--- src/rtl/uart_pkg.sv ---
// rtl/uart_pkg.sv - shared types and constants for the UART receive message controller
package uart_pkg;

  localparam int DATA_W = 8;
  localparam int MSG_W  = 32;
  localparam logic [7:0] ERRCNT_MAX = 8'hFF;

  typedef enum logic [1:0] {
    IDLE = 2'd0,
    RECV = 2'd1,
    ERR  = 2'd2
  } state_t;

endpackage

--- src/rtl/uart_rx_msg_controller_if.sv ---
// rtl/uart_rx_msg_controller_if.sv - receiver flags in, assembled message and status out
interface uart_rx_msg_controller_if;
  import uart_pkg::*;

  logic              enable;
  logic              Rx_VALID;
  logic              Rx_PERROR;
  logic              Rx_FERROR;
  logic [DATA_W-1:0] Rx_DATA;
  logic              Rx_EN;
  logic [MSG_W-1:0]  msg_data;
  logic              msg_ready;
  logic              busy;
  logic              timeout_err;
  logic [7:0]        err_count;

  modport master (
    output enable, Rx_VALID, Rx_PERROR, Rx_FERROR, Rx_DATA,
    input  Rx_EN, msg_data, msg_ready, busy, timeout_err, err_count
  );

  modport slave (
    input  enable, Rx_VALID, Rx_PERROR, Rx_FERROR, Rx_DATA,
    output Rx_EN, msg_data, msg_ready, busy, timeout_err, err_count
  );

endinterface

--- src/rtl/rx_flag_edge_detect.sv ---
// rtl/rx_flag_edge_detect.sv - registered rising-edge detector for the receiver flags
module rx_flag_edge_detect (
  input  logic       Clk,
  input  logic       reset,
  input  logic [2:0] flags,
  output logic [2:0] rise
);

  logic [2:0] prev_q;

  always_ff @(posedge Clk or negedge reset) begin
    if (!reset) prev_q <= '0;
    else        prev_q <= flags;
  end

  assign rise = flags & ~prev_q;

endmodule

--- src/rtl/uart_rx_msg_controller.sv ---
// rtl/uart_rx_msg_controller.sv - assembles MSG_BYTES good receiver bytes into a message word
module uart_rx_msg_controller
  import uart_pkg::*;
#(
  parameter int MSG_BYTES      = 4,
  parameter int TIMEOUT_CYCLES = 200000,
  parameter int CNT_W          = 18
) (
  input logic Clk,
  input logic reset,
  uart_rx_msg_controller_if.slave bus
);

  localparam logic [1:0]       LAST_IDX = 2'(MSG_BYTES - 1);
  localparam logic [CNT_W-1:0] TMO_LAST = CNT_W'(TIMEOUT_CYCLES - 1);

  state_t            state_q, state_d;
  logic [1:0]        byte_idx_q, byte_idx_d;
  logic [CNT_W-1:0]  timer_q, timer_d;
  logic [MSG_W-1:0]  asm_q, asm_d;
  logic [MSG_W-1:0]  msg_data_q, msg_data_d;
  logic              msg_ready_q, msg_ready_d;
  logic              timeout_q, timeout_d;
  logic [7:0]        err_q, err_d;
  logic [MSG_W-1:0]  word;
  logic [2:0]        rise;
  logic              v_evt, e_evt, flags_clear;

  rx_flag_edge_detect u_edge (
    .Clk   (Clk),
    .reset (reset),
    .flags ({bus.Rx_FERROR, bus.Rx_PERROR, bus.Rx_VALID}),
    .rise  (rise)
  );

  assign v_evt       = rise[0];
  assign e_evt       = rise[1] | rise[2];
  assign flags_clear = !bus.Rx_PERROR && !bus.Rx_FERROR;

  always_ff @(posedge Clk or negedge reset) begin
    if (!reset) begin
      state_q     <= IDLE;
      byte_idx_q  <= '0;
      timer_q     <= '0;
      asm_q       <= '0;
      msg_data_q  <= '0;
      msg_ready_q <= 1'b0;
      timeout_q   <= 1'b0;
      err_q       <= '0;
    end else begin
      state_q     <= state_d;
      byte_idx_q  <= byte_idx_d;
      timer_q     <= timer_d;
      asm_q       <= asm_d;
      msg_data_q  <= msg_data_d;
      msg_ready_q <= msg_ready_d;
      timeout_q   <= timeout_d;
      err_q       <= err_d;
    end
  end

  always_comb begin
    state_d     = state_q;
    byte_idx_d  = byte_idx_q;
    timer_d     = timer_q;
    asm_d       = asm_q;
    msg_data_d  = msg_data_q;
    msg_ready_d = 1'b0;
    timeout_d   = 1'b0;
    err_d       = err_q;

    // The first byte starts from a cleared word so unused low slots stay zero.
    word = (byte_idx_q == 2'd0) ? '0 : asm_q;
    for (int i = 0; i < 4; i++) begin
      if (byte_idx_q == 2'(i)) word[MSG_W-1-DATA_W*i -: DATA_W] = bus.Rx_DATA;
    end

    case (state_q)
      IDLE: begin
        if (bus.enable) state_d = RECV;
      end
      RECV: begin
        if (e_evt) begin
          byte_idx_d = '0;
          timer_d    = '0;
          if (err_q != ERRCNT_MAX) err_d = err_q + 8'd1;
          state_d    = ERR;
        end else if (v_evt && flags_clear) begin
          asm_d   = word;
          timer_d = '0;
          if (byte_idx_q == LAST_IDX) begin
            msg_data_d  = word;
            msg_ready_d = 1'b1;
            byte_idx_d  = '0;
          end else begin
            byte_idx_d = byte_idx_q + 2'd1;
          end
        end else if (byte_idx_q != 2'd0) begin
          // Fire on the edge where the timer would reach its last count.
          if ((timer_q + 1'b1) == TMO_LAST) begin
            timeout_d  = 1'b1;
            byte_idx_d = '0;
            timer_d    = '0;
          end else begin
            timer_d = timer_q + 1'b1;
          end
        end
        if (!bus.enable) begin
          state_d    = IDLE;
          byte_idx_d = '0;
          timer_d    = '0;
        end
      end
      ERR: begin
        if (flags_clear) state_d = RECV;
        if (!bus.enable) state_d = IDLE;
      end
      default: state_d = IDLE;
    endcase
  end

  assign bus.Rx_EN       = (state_q != IDLE);
  assign bus.msg_data    = msg_data_q;
  assign bus.msg_ready   = msg_ready_q;
  assign bus.busy        = (byte_idx_q != 2'd0);
  assign bus.timeout_err = timeout_q;
  assign bus.err_count   = err_q;

endmodule
--- src/flat_wrapper.sv ---
// flat-port wrapper written by rule: the top's interface ports become plain ports
module uart_rx_msg_controller_flat import uart_pkg::*;
#(
  parameter int MSG_BYTES      = 4,
  parameter int TIMEOUT_CYCLES = 200000,
  parameter int CNT_W          = 18
)
  (Clk, reset, bus_enable, bus_Rx_VALID, bus_Rx_PERROR, bus_Rx_FERROR, bus_Rx_DATA, bus_Rx_EN, bus_msg_data, bus_msg_ready, bus_busy, bus_timeout_err, bus_err_count);
  uart_rx_msg_controller_if bus_i ();
  input logic Clk;
  input logic reset;
  input wire logic [$bits(bus_i.enable)-1:0] bus_enable;
  input wire logic [$bits(bus_i.Rx_VALID)-1:0] bus_Rx_VALID;
  input wire logic [$bits(bus_i.Rx_PERROR)-1:0] bus_Rx_PERROR;
  input wire logic [$bits(bus_i.Rx_FERROR)-1:0] bus_Rx_FERROR;
  input wire logic [$bits(bus_i.Rx_DATA)-1:0] bus_Rx_DATA;
  output wire logic [$bits(bus_i.Rx_EN)-1:0] bus_Rx_EN;
  output wire logic [$bits(bus_i.msg_data)-1:0] bus_msg_data;
  output wire logic [$bits(bus_i.msg_ready)-1:0] bus_msg_ready;
  output wire logic [$bits(bus_i.busy)-1:0] bus_busy;
  output wire logic [$bits(bus_i.timeout_err)-1:0] bus_timeout_err;
  output wire logic [$bits(bus_i.err_count)-1:0] bus_err_count;
  assign bus_i.enable = bus_enable;
  assign bus_i.Rx_VALID = bus_Rx_VALID;
  assign bus_i.Rx_PERROR = bus_Rx_PERROR;
  assign bus_i.Rx_FERROR = bus_Rx_FERROR;
  assign bus_i.Rx_DATA = bus_Rx_DATA;
  assign bus_Rx_EN = bus_i.Rx_EN;
  assign bus_msg_data = bus_i.msg_data;
  assign bus_msg_ready = bus_i.msg_ready;
  assign bus_busy = bus_i.busy;
  assign bus_timeout_err = bus_i.timeout_err;
  assign bus_err_count = bus_i.err_count;
  uart_rx_msg_controller #(.MSG_BYTES(MSG_BYTES), .TIMEOUT_CYCLES(TIMEOUT_CYCLES), .CNT_W(CNT_W)) u_core (.Clk(Clk), .reset(reset), .bus(bus_i));
endmodule
--- config.mk ---
export PLATFORM = sky130hd
export DESIGN_NAME = uart_rx_msg_controller_flat
export DESIGN_NICKNAME = d
export VERILOG_FILES = /design/src/rtl/uart_pkg.sv /design/src/rtl/uart_rx_msg_controller_if.sv /design/src/rtl/rx_flag_edge_detect.sv /design/src/rtl/uart_rx_msg_controller.sv /design/src/flat_wrapper.sv
export SDC_FILE = /design/constraint.sdc
export NUM_CORES = 1
export LEC_CHECK = 0
export CORE_UTILIZATION = 55
export CTS_CLUSTER_SIZE = 20
export DETAILED_ROUTE_END_ITERATION = 12
export GPL_TIMING_DRIVEN = 1
export PLACE_DENSITY_LB_ADDON = 0.2
export SETUP_SLACK_MARGIN = 0.5
export SLEW_MARGIN = 20
export SYNTH_ARGS = -nofsm -noshare
export SYNTH_HDL_FRONTEND = slang
export SYNTH_SLANG_ARGS = --single-unit
--- constraint.sdc ---
create_clock -name Clk -period 4.1 [get_ports Clk]
set_clock_uncertainty 0.05 [all_clocks]
set_input_delay 0.41 -clock Clk [delete_from_list [all_inputs] [get_ports Clk]]
set_output_delay 0.41 -clock Clk [all_outputs]
set_load 0.01 [all_outputs]
Word-level counts from Yosys, hierarchy flattened. Cells that the tools add are included.

Divide/modulo/power cells: 0. Mux-type cells: 31. Magnitude comparators: 0. Bitwise operators: 4. Reduce and logical (&&, ||, !) cells: 14. $add $sub $neg: 3. Shifts and indexed selects: 0. $mul: 0. Equality and inequality tests: 12.

Operators by type and width (count): $mux 18 (5); $mux 32 (1); $mux 8 (4); $mux 2 (11); $add 18x1->18 const B (1); $eq 18x18->1 const B (1); $reduce_and 3->1 (4); $mux 1 (9); $add 8x1->8 const B (1); $ne 4x1->1 const B (2); $ne 8x8->1 const B (1); $eq 2x2->1 const B (3); $ne 3x2->1 const B (2); $pmux 2 s3 (1); $eq 2x1->1 const B (2); $logic_not 2->1 (2); $reduce_and 4->1 (1); $reduce_bool 2->1 (2); $and 3x3->3 (1); $not 3->3 (1); $add 2x1->2 const B (1); $logic_and 1x1->1 (2); $logic_not 1->1 (2); $ne 2x2->1 const B (1); other kinds (3) (3).

Input bits: 14. Bits in registers: 99. Memories: 0. Output and inout bits: 44. Bits in read-only memories: 0. Bits in latches: 0. Bits in writable memories: 0. Logic and storage cells: 73.

Longest topological paths before layout.
Word-level depth: 7. Gate-level depth with buffers: 9.

Hierarchy. Synthesis repeated with hierarchy kept, for this count alone.

Cells, all modules: 449. Area, all modules: 4541.9 sq um.

By module, submodules not included: uart_rx_msg_controller (cells each 443, times used 1, area each 4425.5 sq um); rx_flag_edge_detect (cells each 6, times used 1, area each 116.4 sq um).

Worst setup path after synthesis. Ideal clock, no wire load.

Path kind: register to register. From: reg u_core.timer_q[0]. To: reg u_core.timer_q[6]. Period minus slack after synthesis: 2.862 ns. Path slack: 1.238 ns. Stages on the path, launching flop included: 9. Required time: 3.903 ns. Path buffers: 0. Data arrival time: 2.665 ns. Cell sequence: dfrtp_1 -> ha_1 -> nand3_1 -> nor4_1 -> xnor2_1 -> or4_4 -> or4_4 -> nand3_2 -> o311ai_0.

Longest elaborated chain between the ends: 7.

RTL lines: start, declared (RTL line uart_rx_msg_controller.sv:19) `logic [CNT_W-1:0] timer_q, timer_d;`; start signal, assigned (RTL line uart_rx_msg_controller.sv:53) `timer_q <= timer_d;`; $add 18x1->18 * (RTL line uart_rx_msg_controller.sv:100, uart_rx_msg_controller.sv:105); $eq 18x18->1 (RTL line uart_rx_msg_controller.sv:100) `if ((timer_q + 1'b1) == TMO_LAST) begin`; $mux 18 * (RTL line uart_rx_msg_controller.sv:100); $mux 18 * (RTL line uart_rx_msg_controller.sv:98) `end else if (byte_idx_q != 2'd0) begin`; $mux 18 * (RTL line uart_rx_msg_controller.sv:88) `end else if (v_evt && flags_clear) begin`; $mux 18 * (RTL line uart_rx_msg_controller.sv:83) `if (e_evt) begin`; $mux 18 * (RTL line uart_rx_msg_controller.sv:108) `if (!bus.enable) begin`.

Every way passes the cells marked *; elsewhere a longest branch is shown, timed or not. The select of a mux whose other input is x is not followed. A chain may end at the register's enable or synchronous reset.

Final worst setup path.
From: reg u_core.timer_q[1]. To: reg u_core.timer_q[13].

Same word-level chain as after synthesis.

==> results_dict.tcl <==
set metrics [dict create \
    hold_viol 0 \
    switchingPower_mw 0.684 \
    critPathBufInv 0 \
    synth.largest_area_cell "dfrtp_1" \
    rsz0062_at_grt "no" \
    synth.distinct_cells 64 \
    drc_errors 0 \
    antenna_found_initial 0 \
    synth_top_area_share_pct 52.1 \
    gr-total-overflow 0 \
    setup_tns_ns 0 \
    hold_buffers 0 \
    path_clk_slew_ns 0.09 \
    n_antenna_cell 0 \
    cp_slowest_cell "or4_4" \
    routed_via_density 6.02 \
    slew_violations 0 \
    tightest_slew_ns 0.980 \
    switching_share_pct 29.3 \
    crit_chain "ha_1 > nand3_1 > nor4_1 > xnor2_1 > or4_4 > or4_4 > nand3_2 > o311ai_0" \
    drtIter0Drc 231 \
    intPower_mw 1.65 \
    synthesis.area_um2 4370 \
    p_clk_share_pct 32.1 \
    synthFlopType "dfrtp_1" \
    dr.pass1.iters 5 \
    fin_area_um2 5270 \
    cts_buffers 9 \
    fin_crit_sh_pct 79.9 \
    layout_common_cells "91 x dfrtp_1, 56 x clkdlybuf4s50_1, 44 x nand2_1, 38 x nor2_1, 32 x a21oi_1" \
    pin_count 58 \
    cp_common_cell "or4_4" \
    hp-class "in2async" \
    dr_total_vias 3495 \
    grt_use_total_pct 25.1 \
    wire_per_inst_um 16.5 \
    ant_nets 0 \
    final_common_cell "dfrtp_1" \
    dieArea_um2 8300 \
    seq_area_frac_synth_pct 52.1 \
    slowest_delay_ns 0.57 \
    startpoint "u_core.timer_q[1]$_DFFE_PN0P_" \
    die_h_um 91.1 \
    hpwlAfterDp_um 6500 \
    fin_hold_ws_ns 0.0558 \
    ys_warn_count 0 \
    portBuffers 57 \
    finalNetCount 495 \
    p_total_mw 2.33 \
    critPathCaptureType "flip-flop" \
    power_density_nw_per_um2 443 \
    pwr-share-comb_pct 22.4 \
    grt_pass1_wl_um 16400 \
    drive_above_1_share_pct 9.81 \
    gp_congestion 0.857 \
    ys_ff_latch 91 \
    htreeDepth 3 \
    start_kind "flip-flop" \
    peakVddDrop_uv 221 \
    clockBufferDepth 2 \
    drv_cap 0 \
    seqPwrFrac_pct 45.5 \
    avgSynthCellArea_um2 10.3 \
    setup_viol 0 \
    relSlewSlack_pct 34.7 \
    path_class "reg2reg" \
    synth_area_leaders "dfrtp_1 52%, nand2_1 3.8%, a21oi_1 3.7%" \
    cts-root-buf "clkbuf_8" \
    postSynthCellCount 425 \
    clock.fmax_mhz 305 \
    synth_edf_count 0 \
    status "finished, final reports clean" \
    die_w_um 91.1 \
    place_area_um2 4980 \
    rows 32 \
    core-area_um2 7690 \
    power_leakage_nw 2.33 \
    start_util_pct 56.8 \
    period_needed_ns 3.28 \
    reg2reg_from "u_core.timer_q[1]$_DFFE_PN0P_" \
    grt_max_degree 60 \
    syn2layout_area_growth_pct 20.6 \
    synthesis.nets 446 \
    cts_tree "done" \
    cts.sinks 91 \
    grt_pass1_vias 3224 \
    cpLargestDelayFamily "simple AND/OR/NAND/NOR gates" \
    drt-total-wl_um 9610 \
    async_flop_share_pct 100 \
    required_ns 4.27 \
    cp.arrival_ns 3.45 \
    crit_path_max_fanout 9 \
    clock_latency_ns 0.37 \
]
## kinds of logic after synthesis
kind of cell	after synthesis	share of synthesized area (%)
XOR/XNOR	10	2.01
buffers and inverters	39	3.72
flip-flops	91	52.1
multiplexers	18	4.41
AND/OR/NAND/NOR	150	18.3
AO/OA/AOI/OAI	110	17.4
adder cells (fa/ha/maj)	7	2.01
## state kept, by name (all words and copies together) (netlist names)
register and flops:
u_core.bus.err_count 8, u_core.timer_q 18, u_core.asm_q 24, u_core.bus.msg_ready 1, u_core.u_edge.prev_q 3, u_core.state_q 2, u_core.bus.timeout_err 1, u_core.bus.msg_data 32
u_core.byte_idx_q 2
## per-layer routing
layer / up-vias / GRT usage [%] / wire length, um
li1: 1650 / - / -
met1: 1706 / 35.5 / 4300
met2: 129 / 39.1 / 4550
met3: 10 / 5.61 / 641
met4: 0 / 6.48 / 116
met5: - / 0 / 0
## worst paths after layout
check                           cells after the start                             endpoint  slack, ns
worst max-delay path                                8       u_core.timer_q[13]$_DFFE_PN0P_       0.82
max in group asynchronous                           2         u_core.asm_q[15]$_DFFE_PN0P_       3.03
worst min-delay path                                1  u_core.bus.err_count[4]$_DFFE_PN0P_       0.06
min in group Clk                                    2   u_core.bus.msg_data[3]$_DFFE_PN0P_       0.43
worst max register to register                      8       u_core.timer_q[13]$_DFFE_PN0P_       0.82
worst min register to register                      2   u_core.bus.msg_data[3]$_DFFE_PN0P_       0.43
## cells in the mapped netlist, types with 4 or more instances
cell type / n
mux2_2: 10
clkbuf_1: 15
a21oi_1: 32
nor4_1: 4
nor2_1: 38
and3_1: 4
mux2i_1: 8
ha_1: 7
nor3_1: 6
inv_1: 11
buf_1: 8
xor2_1: 4
nand3_1: 7
a22o_1: 16
a21o_1: 5
nand4_1: 13
dfrtp_1: 91
xnor2_1: 6
o21ai_0: 12
a22oi_1: 14
nand2_1: 44
a31oi_1: 4
nand2b_1: 4
## power groups by stage
stage	sequential (mW)	clock [mW]	combinational, mW
after floorplan	1.08	0	0.314
after global placement	1.07	0	0.508
after detailed placement	1.08	0	0.517
after CTS	1.06	0.764	0.520
after global routing	1.08	0.805	0.580
final	1.06	0.750	0.522
## through the flow
| step | cells | util, % | setup slack (ns) |
|---|---|---|---|
| 3_3_place_gp | 561 | 64.7 | 0.726 |
| 4_1_cts | 577 | 68.0 | 0.608 |
| 6_report | 581 | 68.5 | 0.822 |
| 3_5_place_dp | 561 | 64.7 | 0.621 |
| 2_1_floorplan | 425 | - | 1.24 |
| 5_1_grt | 581 | 68.5 | 0.617 |
## repair_timing
action	in CTS	in global routing
endpoints found under the setup margin	0	5
buffers inserted	0	4
gates resized for setup	0	0
## cell type report
class / count / area [um^2]
flip-flops and latches: 91 / 2280
multi-input cells: 295 / 1930
well taps: 102 / 128
fillers: 596 / 2420
repair buffers: 65 / 641
clock inverters: 5 / 109
clock buffers: 11 / 141
inverters: 12 / 45.0
(Power assumes the default switching activity.)
